$ cat src/rtl/nt_node_stimulus_gen_pkg.sv
// ---------------------------------------------------------------------------
// nt_stim_pkg
// Shared types and default constants for the Nt_Node LFSR stimulus generator.
//   state_e      : control FSM states (IDLE, LOAD, RUN, DONE)
//   DEF_*        : default widths and Galois feedback taps
// ---------------------------------------------------------------------------
package nt_stim_pkg;

    localparam int          DEF_LFSR_W = 16;
    localparam logic [15:0] DEF_POLY   = 16'hB400;
    localparam int          DEF_OUT_W  = 4;
    localparam int          DEF_CNT_W  = 16;

    typedef enum logic [1:0] {
        IDLE = 2'd0,
        LOAD = 2'd1,
        RUN  = 2'd2,
        DONE = 2'd3
    } state_e;

endpackage

$ cat src/rtl/nt_node_stimulus_gen_if.sv
// ---------------------------------------------------------------------------
// nt_node_stimulus_gen_if
// Control and vector-stream bundle between bench control, the stimulus
// generator and the subcircuit under test.
//   start, abort, seed, num_pat : run control into the generator
//   vec, vec_valid / vec_ready  : valid/ready vector stream
//   busy, done, sent            : run status out of the generator
// modport master : the generator side
// modport slave  : the controller / consumer side
// ---------------------------------------------------------------------------
interface nt_node_stimulus_gen_if
    import nt_stim_pkg::*;
#(
    parameter int LFSR_W = DEF_LFSR_W,
    parameter int OUT_W  = DEF_OUT_W,
    parameter int CNT_W  = DEF_CNT_W
) ();

    logic              start;
    logic              abort;
    logic [LFSR_W-1:0] seed;
    logic [CNT_W-1:0]  num_pat;
    logic [OUT_W-1:0]  vec;
    logic              vec_valid;
    logic              vec_ready;
    logic              busy;
    logic              done;
    logic [CNT_W-1:0]  sent;

    modport master (
        input  start, abort, seed, num_pat, vec_ready,
        output vec, vec_valid, busy, done, sent
    );

    modport slave (
        output start, abort, seed, num_pat, vec_ready,
        input  vec, vec_valid, busy, done, sent
    );

endinterface

$ cat src/rtl/nt_node_stimulus_gen_lfsr.sv
// ---------------------------------------------------------------------------
// nt_lfsr_galois
// Right-shifting Galois LFSR. Resets to 1; a zero seed is replaced by 1 so the
// register can never enter the all-zero lock-up state.
//   i_clk, i_rst_n : clock, async active-low reset
//   i_load, i_seed : load seed (takes priority over advance)
//   i_advance      : step one position
//   o_vec          : low OUT_W bits of the current state
//   o_next_vec     : low OUT_W bits of the state after one step
// ---------------------------------------------------------------------------
module nt_lfsr_galois #(
    parameter int                LFSR_W = 16,
    parameter logic [LFSR_W-1:0] POLY   = 16'hB400,
    parameter int                OUT_W  = 4
) (
    input  logic              i_clk,
    input  logic              i_rst_n,
    input  logic              i_load,
    input  logic [LFSR_W-1:0] i_seed,
    input  logic              i_advance,
    output logic [OUT_W-1:0]  o_vec,
    output logic [OUT_W-1:0]  o_next_vec
);

    logic [LFSR_W-1:0] r_lfsr;
    logic [LFSR_W-1:0] w_lfsr_next;

    assign w_lfsr_next = {1'b0, r_lfsr[LFSR_W-1:1]} ^ (r_lfsr[0] ? POLY : '0);

    // NOTE: flops are written with <= so every always_ff reads the pre-edge
    // value of every register regardless of evaluation order.
    always_ff @(posedge i_clk or negedge i_rst_n) begin
        if (!i_rst_n) begin
            r_lfsr <= LFSR_W'(1);
        end else if (i_load) begin
            r_lfsr <= (i_seed == '0) ? LFSR_W'(1) : i_seed;
        end else if (i_advance) begin
            r_lfsr <= w_lfsr_next;
        end
    end

    assign o_vec      = r_lfsr[OUT_W-1:0];
    assign o_next_vec = w_lfsr_next[OUT_W-1:0];

endmodule

$ cat src/rtl/nt_node_stimulus_gen.sv
// ---------------------------------------------------------------------------
// nt_node_stimulus_gen
// LFSR vector source for the Nt_Node subcircuit benches. A start pulse in IDLE
// captures seed and num_pat; the block then emits exactly num_pat vectors
// over a valid/ready link and pulses done. abort returns to IDLE at any time.
//   I1470 : clock (rising edge)
//   I1477 : asynchronous active-low reset
//   bus   : nt_node_stimulus_gen_if.master (control, vector stream, status)
// OUT_W must not exceed LFSR_W.
// ---------------------------------------------------------------------------
module nt_node_stimulus_gen
    import nt_stim_pkg::*;
#(
    parameter int                LFSR_W = DEF_LFSR_W,
    parameter logic [LFSR_W-1:0] POLY   = DEF_POLY,
    parameter int                OUT_W  = DEF_OUT_W,
    parameter int                CNT_W  = DEF_CNT_W
) (
    input  logic                    I1470,
    input  logic                    I1477,
    nt_node_stimulus_gen_if.master  bus
);

    state_e           r_state;
    state_e           w_state_next;
    logic [CNT_W-1:0] r_remaining;
    logic [CNT_W-1:0] r_sent;
    logic [OUT_W-1:0] r_vec;
    logic             r_vec_valid;

    logic             w_start_ok;
    logic             w_xfer;
    logic             w_last;
    logic             w_busy;
    logic             w_done;
    logic [OUT_W-1:0] w_lfsr_vec;
    logic [OUT_W-1:0] w_lfsr_next_vec;

    // abort wins over a simultaneous start
    assign w_start_ok = (r_state == IDLE) && bus.start && !bus.abort;
    assign w_xfer     = r_vec_valid && bus.vec_ready;
    assign w_last     = w_xfer && (r_remaining == CNT_W'(1));

    // Seed is loaded on the accepting edge, so in LOAD the LFSR already holds
    // it and the first vector can be registered out of LOAD.
    nt_lfsr_galois #(
        .LFSR_W (LFSR_W),
        .POLY   (POLY),
        .OUT_W  (OUT_W)
    ) u_lfsr (
        .i_clk      (I1470),
        .i_rst_n    (I1477),
        .i_load     (w_start_ok),
        .i_seed     (bus.seed),
        .i_advance  (w_xfer && !w_last),
        .o_vec      (w_lfsr_vec),
        .o_next_vec (w_lfsr_next_vec)
    );

    always_ff @(posedge I1470 or negedge I1477) begin
        if (!I1477) r_state <= IDLE;
        else        r_state <= w_state_next;
    end

    // NOTE: every output of this block gets a default before the case so no
    // path leaves it unassigned, which would infer a latch.
    always_comb begin
        w_state_next = r_state;
        w_busy       = 1'b0;
        w_done       = 1'b0;
        case (r_state)
            IDLE: if (w_start_ok) w_state_next = LOAD;
            LOAD: begin
                w_busy       = 1'b1;
                w_state_next = (r_remaining == '0) ? DONE : RUN;
            end
            RUN: begin
                w_busy = 1'b1;
                if (w_last) w_state_next = DONE;
            end
            DONE: begin
                w_done       = 1'b1;
                w_state_next = IDLE;
            end
            default: w_state_next = IDLE;
        endcase
        if (bus.abort) w_state_next = IDLE;
    end

    // Later assignments in this block override earlier ones on the same edge:
    // the last transfer and abort both force vec_valid low.
    always_ff @(posedge I1470 or negedge I1477) begin
        if (!I1477) begin
            r_remaining <= '0;
            r_sent      <= '0;
            r_vec       <= '0;
            r_vec_valid <= 1'b0;
        end else begin
            if (w_start_ok) begin
                r_remaining <= bus.num_pat;
                r_sent      <= '0;
            end
            if (r_state == LOAD) begin
                r_vec       <= w_lfsr_vec;
                r_vec_valid <= (r_remaining != '0);
            end
            if (w_xfer) begin
                r_sent      <= r_sent + CNT_W'(1);
                r_remaining <= r_remaining - CNT_W'(1);
                if (w_last) r_vec_valid <= 1'b0;
                else        r_vec       <= w_lfsr_next_vec;
            end
            if (bus.abort) r_vec_valid <= 1'b0;
        end
    end

    assign bus.vec       = r_vec;
    assign bus.vec_valid = r_vec_valid;
    assign bus.busy      = w_busy;
    assign bus.done      = w_done;
    assign bus.sent      = r_sent;

endmodule

$ cat src/flat_wrapper.sv
// flat-port wrapper written by rule: the top's interface ports become plain ports
module nt_node_stimulus_gen_flat import nt_stim_pkg::*;
#(
    parameter int                LFSR_W = DEF_LFSR_W,
    parameter logic [LFSR_W-1:0] POLY   = DEF_POLY,
    parameter int                OUT_W  = DEF_OUT_W,
    parameter int                CNT_W  = DEF_CNT_W
)
  (I1470, I1477, bus_start, bus_abort, bus_seed, bus_num_pat, bus_vec_ready, bus_vec, bus_vec_valid, bus_busy, bus_done, bus_sent);
  nt_node_stimulus_gen_if #(.LFSR_W(LFSR_W), .OUT_W(OUT_W), .CNT_W(CNT_W)) bus_i ();
  input  logic I1470;
  input  logic I1477;
  input wire logic [$bits(bus_i.start)-1:0] bus_start;
  input wire logic [$bits(bus_i.abort)-1:0] bus_abort;
  input wire logic [$bits(bus_i.seed)-1:0] bus_seed;
  input wire logic [$bits(bus_i.num_pat)-1:0] bus_num_pat;
  input wire logic [$bits(bus_i.vec_ready)-1:0] bus_vec_ready;
  output wire logic [$bits(bus_i.vec)-1:0] bus_vec;
  output wire logic [$bits(bus_i.vec_valid)-1:0] bus_vec_valid;
  output wire logic [$bits(bus_i.busy)-1:0] bus_busy;
  output wire logic [$bits(bus_i.done)-1:0] bus_done;
  output wire logic [$bits(bus_i.sent)-1:0] bus_sent;
  assign bus_i.start = bus_start;
  assign bus_i.abort = bus_abort;
  assign bus_i.seed = bus_seed;
  assign bus_i.num_pat = bus_num_pat;
  assign bus_i.vec_ready = bus_vec_ready;
  assign bus_vec = bus_i.vec;
  assign bus_vec_valid = bus_i.vec_valid;
  assign bus_busy = bus_i.busy;
  assign bus_done = bus_i.done;
  assign bus_sent = bus_i.sent;
  nt_node_stimulus_gen #(.LFSR_W(LFSR_W), .POLY(POLY), .OUT_W(OUT_W), .CNT_W(CNT_W)) u_core (.I1470(I1470), .I1477(I1477), .bus(bus_i));
endmodule
$ cat config.mk
export PLATFORM = sky130hd
export DESIGN_NAME = nt_node_stimulus_gen_flat
export DESIGN_NICKNAME = d
export VERILOG_FILES = /design/src/rtl/nt_node_stimulus_gen_pkg.sv /design/src/rtl/nt_node_stimulus_gen_if.sv /design/src/rtl/nt_node_stimulus_gen_lfsr.sv /design/src/rtl/nt_node_stimulus_gen.sv /design/src/flat_wrapper.sv
export SDC_FILE = /design/constraint.sdc
export NUM_CORES = 1
export LEC_CHECK = 0
export ABC_CLOCK_PERIOD_IN_PS = 2670
export CELL_PAD_IN_SITES_DETAIL_PLACEMENT = 1
export CELL_PAD_IN_SITES_GLOBAL_PLACEMENT = 2
export CORE_MARGIN = 2
export CORE_UTILIZATION = 37
export DETAILED_ROUTE_END_ITERATION = 6
export DONT_BUFFER_PORTS = 1
export PLACE_DENSITY_LB_ADDON = 0.2
export REMOVE_ABC_BUFFERS = 1
export SLEW_MARGIN = 20
export SYNTH_ARGS = -nofsm -noshare
export SYNTH_HDL_FRONTEND = slang
export SYNTH_SLANG_ARGS = --single-unit
$ cat constraint.sdc
create_clock -name I1470 -period 2.67 [get_ports I1470]
set_input_delay 0.6675 -clock I1470 [delete_from_list [all_inputs] [get_ports I1470]]
set_output_delay 0.6675 -clock I1470 [all_outputs]
set_load 0.005 [all_outputs]
==> results.md, run 1 <==
* Die X-Extent at about 94 um
* Initial Util at 0.384
* Commonest non-fill, non-tap cells in the layout: 54 x dfrtp_1, 43 x nand2_1, 42 x o21ai_0, 41 x nor2_1, 32 x a21oi_1
* Dpl hpwl at between 5000 and 6000 um
* Peak Freq at between 0.4 and 0.5 GHz
* Number of distinct library cells after synthesis at 47
* Leakage at between 1 and 1.5 nW
* Post-synthesis register bit count at 55
* Core Footprint at around 7800 um2
* RePlAce Congestion at 0.725
* Layout fillers at roughly 960
* Fin worst setup slack at between 300 and 400 ps
* Clock tree buffer depth at 2
* Flop-to-flop setup slack at 380 ps
* Fin. Hold Viols at 0
* Pre-antenna DRT Iters at 4
* Setup repair bufs after CTS at 0
* Dpl cell area at roughly 3100 um2
* Max Cap Viol at 0
* # diodes at 0
* Most common cell after layout, fill and taps aside: dfrtp_1
* CTS resizes at 0
* Fin area at 3220 um2
* Root buffer cell: clkbuf_8
* First-pass GRT wire length at between 10000 and 15000 um
* Hold_buf cts at 0
* Worst Path Arrival at ~2500 ps
* Inst Count DP at 440
* Final cycle utilization of the critical path at 0.857
* Multi-input combinational cell area at 1500 um2
* CTS tree: yes
* Setup TNS at 0 ps
* Die height at ~94 um
* TritonCTS buffer count at 5
* # port buffers at 0
* Initial antenna violation count at 0
* Synth warn at 0
* Unrepaired setup endpoints after global routing: false
* Mean Syn Cell Area at 8.58 um2
* CTS Sinks at 55
* Crit path capture type: register
* Setup violators final at 0
* Vias/cell at 5.74
* Max transition margin at 0.402
* Iter 0 DRT Violations at 62
* Die area at ~8800 um2
* Crit path required time at ~2900 ps
* Asr flop ratio synth at 1.00
* # rows at 32
* Fin crit period at approximately 2300 ps
* Pwr dens at between 900 and 1000 nW/um2
* WL final at about 7800 um
* Worst vdd ir at ~0.32 mV
* Critical path fanouts, max at 5
* Max-slew violations at 0
* R2r endpoint: u_core.r_state[0]$_DFFE_PN0P_
* Pin count of the biggest net entering global routing at 56
* Global-route usage over all layers at 0.188
* FF/Latch Area at around 1400 um2
* Cells after Synth at 348
* CP Class: reg -> reg
* Reg2Reg Launch Point: u_core.r_remaining[1]$_DFFE_PN0P_
* Reg clk slew, reported paths at 110 ps
* Placement Setup Slack at ~380 ps
* Fin cells at 448
* Vias in the first global route at about 2600
* Clk_skew at 14.0 ps
* Sequential cell area fraction in the yosys report at 0.462
* Clock Latency Late Sink at ~310 ps
* Global route overflow at 0
* Startpoint type of the worst setup path: register
* Layout area overhead at 7.92%
* Slew @ Worst Pin at between 800 and 900 ps
* Reg2reg path depth at 7
* Mapped Area at 2980 um2
* Antenna Nets Post-Route at 0
* H-tree depth at 2
* Nets at 390
* Post-route DRC at 0
* Power, Total at roughly 0.003 W
* IO Pins at 60
* Number of flops mapped to enable cells by yosys at 0
* HP Class: in -> async
* Share of cells above drive strength 1 at 0.0780
* Routed vias at 2571
* Avg WL per Cell at 17.5 um
* Outcome: finished, final reports clean
* Synth Flop Type: dfrtp_1
[kinds of logic after synthesis]
kind of cell | Yosys count | share of synthesized area
mux | 5 | 0.0168
compound gates | 110 | 0.217
fa+ha+maj | 8 | 0.0335
xor+xnor | 3 | 0.00881
simple gates | 140 | 0.225
flops | 55 | 0.462
buf+inv | 27 | 0.0369
[cell usage after synthesis (2+ instances only)]
cell      count  area share
a311oi_1      4       0.012
a211oi_1      5       0.013
nand4_1       4      0.0084
or4_4         2      0.0075
and3_1        4      0.0084
nand3_1      12       0.020
nor2_1       41       0.052
inv_1         7      0.0088
xor2_1        3      0.0088
and2_1        2      0.0042
clkbuf_1     16       0.020
a21oi_1      32       0.054
nor3_1        9       0.015
a21o_1        2      0.0050
a22oi_1       3      0.0075
a31oi_1      12       0.025
buf_1         2      0.0025
mux2i_1       5       0.017
o211ai_1      2      0.0050
or3_1         5       0.010
dfrtp_1      54        0.45
or4_2         2      0.0059
nand2_1      43       0.054
nor4_1        5       0.010
o21ai_0      42       0.070
and4_1        2      0.0059
ha_1          8       0.034
[critical path, cell delays in order (launching register included)]
cell and delay [ps]:
dfrtp_1 410, inv_1 160, ha_1 160, or4b_2 680, nor3_1 270, a21o_1 180, o22ai_1 70, a221oi_1 250
[worst max path at each step]
stage,from,to,slack (ps),cells after the start
6_report,u_core.r_remaining[1]$_DFFE_PN0P_,u_core.r_state[0]$_DFFE_PN0P_,380,7
5_1_grt,u_core.r_remaining[1]$_DFFE_PN0P_,u_core.r_state[0]$_DFFE_PN0P_,130,7
4_1_cts,u_core.r_remaining[8]$_DFFE_PN0P_,u_core.u_lfsr.r_lfsr[10]$_DFFE_PN0P_,380,5
3_5_place_dp,u_core.r_remaining[1]$_DFFE_PN0P_,u_core.r_state[0]$_DFFE_PN0P_,380,7
3_3_place_gp,u_core.r_remaining[8]$_DFFE_PN0P_,u_core.u_lfsr.r_lfsr[10]$_DFFE_PN0P_,450,5
2_1_floorplan,bus_vec_ready,u_core.r_remaining[10]$_DFFE_PN0P_,30,5
[metal layers]
layer,vias up,track usage,share of wire
met5,-,0,0
met4,0,0.0362,0.0037
met3,2,0.0474,0.052
met2,42,0.312,0.47
met1,1274,0.249,0.47
li1,1253,-,-
[power by group]
| part | switching, W | total (W) | internal [W] |
|---|---|---|---|
| sequential | 0.000294 | 0.00144 | 0.00114 |
| combinational | 0.000573 | 0.000989 | 0.000416 |
| clock | 0.000281 | 0.000585 | 0.000304 |
| total | 0.00115 | 0.00301 | 0.00186 |
[state kept, by name (all words and copies together), names as in the netlist]
register,cells
u_core.bus.sent,16
u_core.r_remaining,16
u_core.u_lfsr.r_lfsr,16
u_core.bus.vec,4
u_core.r_state,2
u_core.bus.vec_valid,1
[area by class of cell]
| cell class | instances | area share |
|---|---|---|
| multi-input combinational | 266 | 0.465 |
| sequential | 55 | 0.428 |
| tap | 102 | 0.0396 |
| clock buffer | 6 | 0.0256 |
| timing repair buffer | 10 | 0.0233 |
| clock inverter | 2 | 0.0109 |
| inverter | 7 | 0.00816 |
[stage by stage]
step	hold WS [ps]	utilization
after CTS	26.4	0.415
final	32.9	0.415
after floorplan	372	-
after global placement	374	0.399
after detailed placement	373	0.399
after global routing	14.4	0.415
(Power assumes the default switching activity.)
==> run 2: changes to the inputs <==
SKIP_CTS_REPAIR_TIMING = 1   (was unset)
TNS_END_PERCENT = 100   (was unset)
==> results of run 2 <==
Final layout, timing and power as in run 1 (identical DEF).
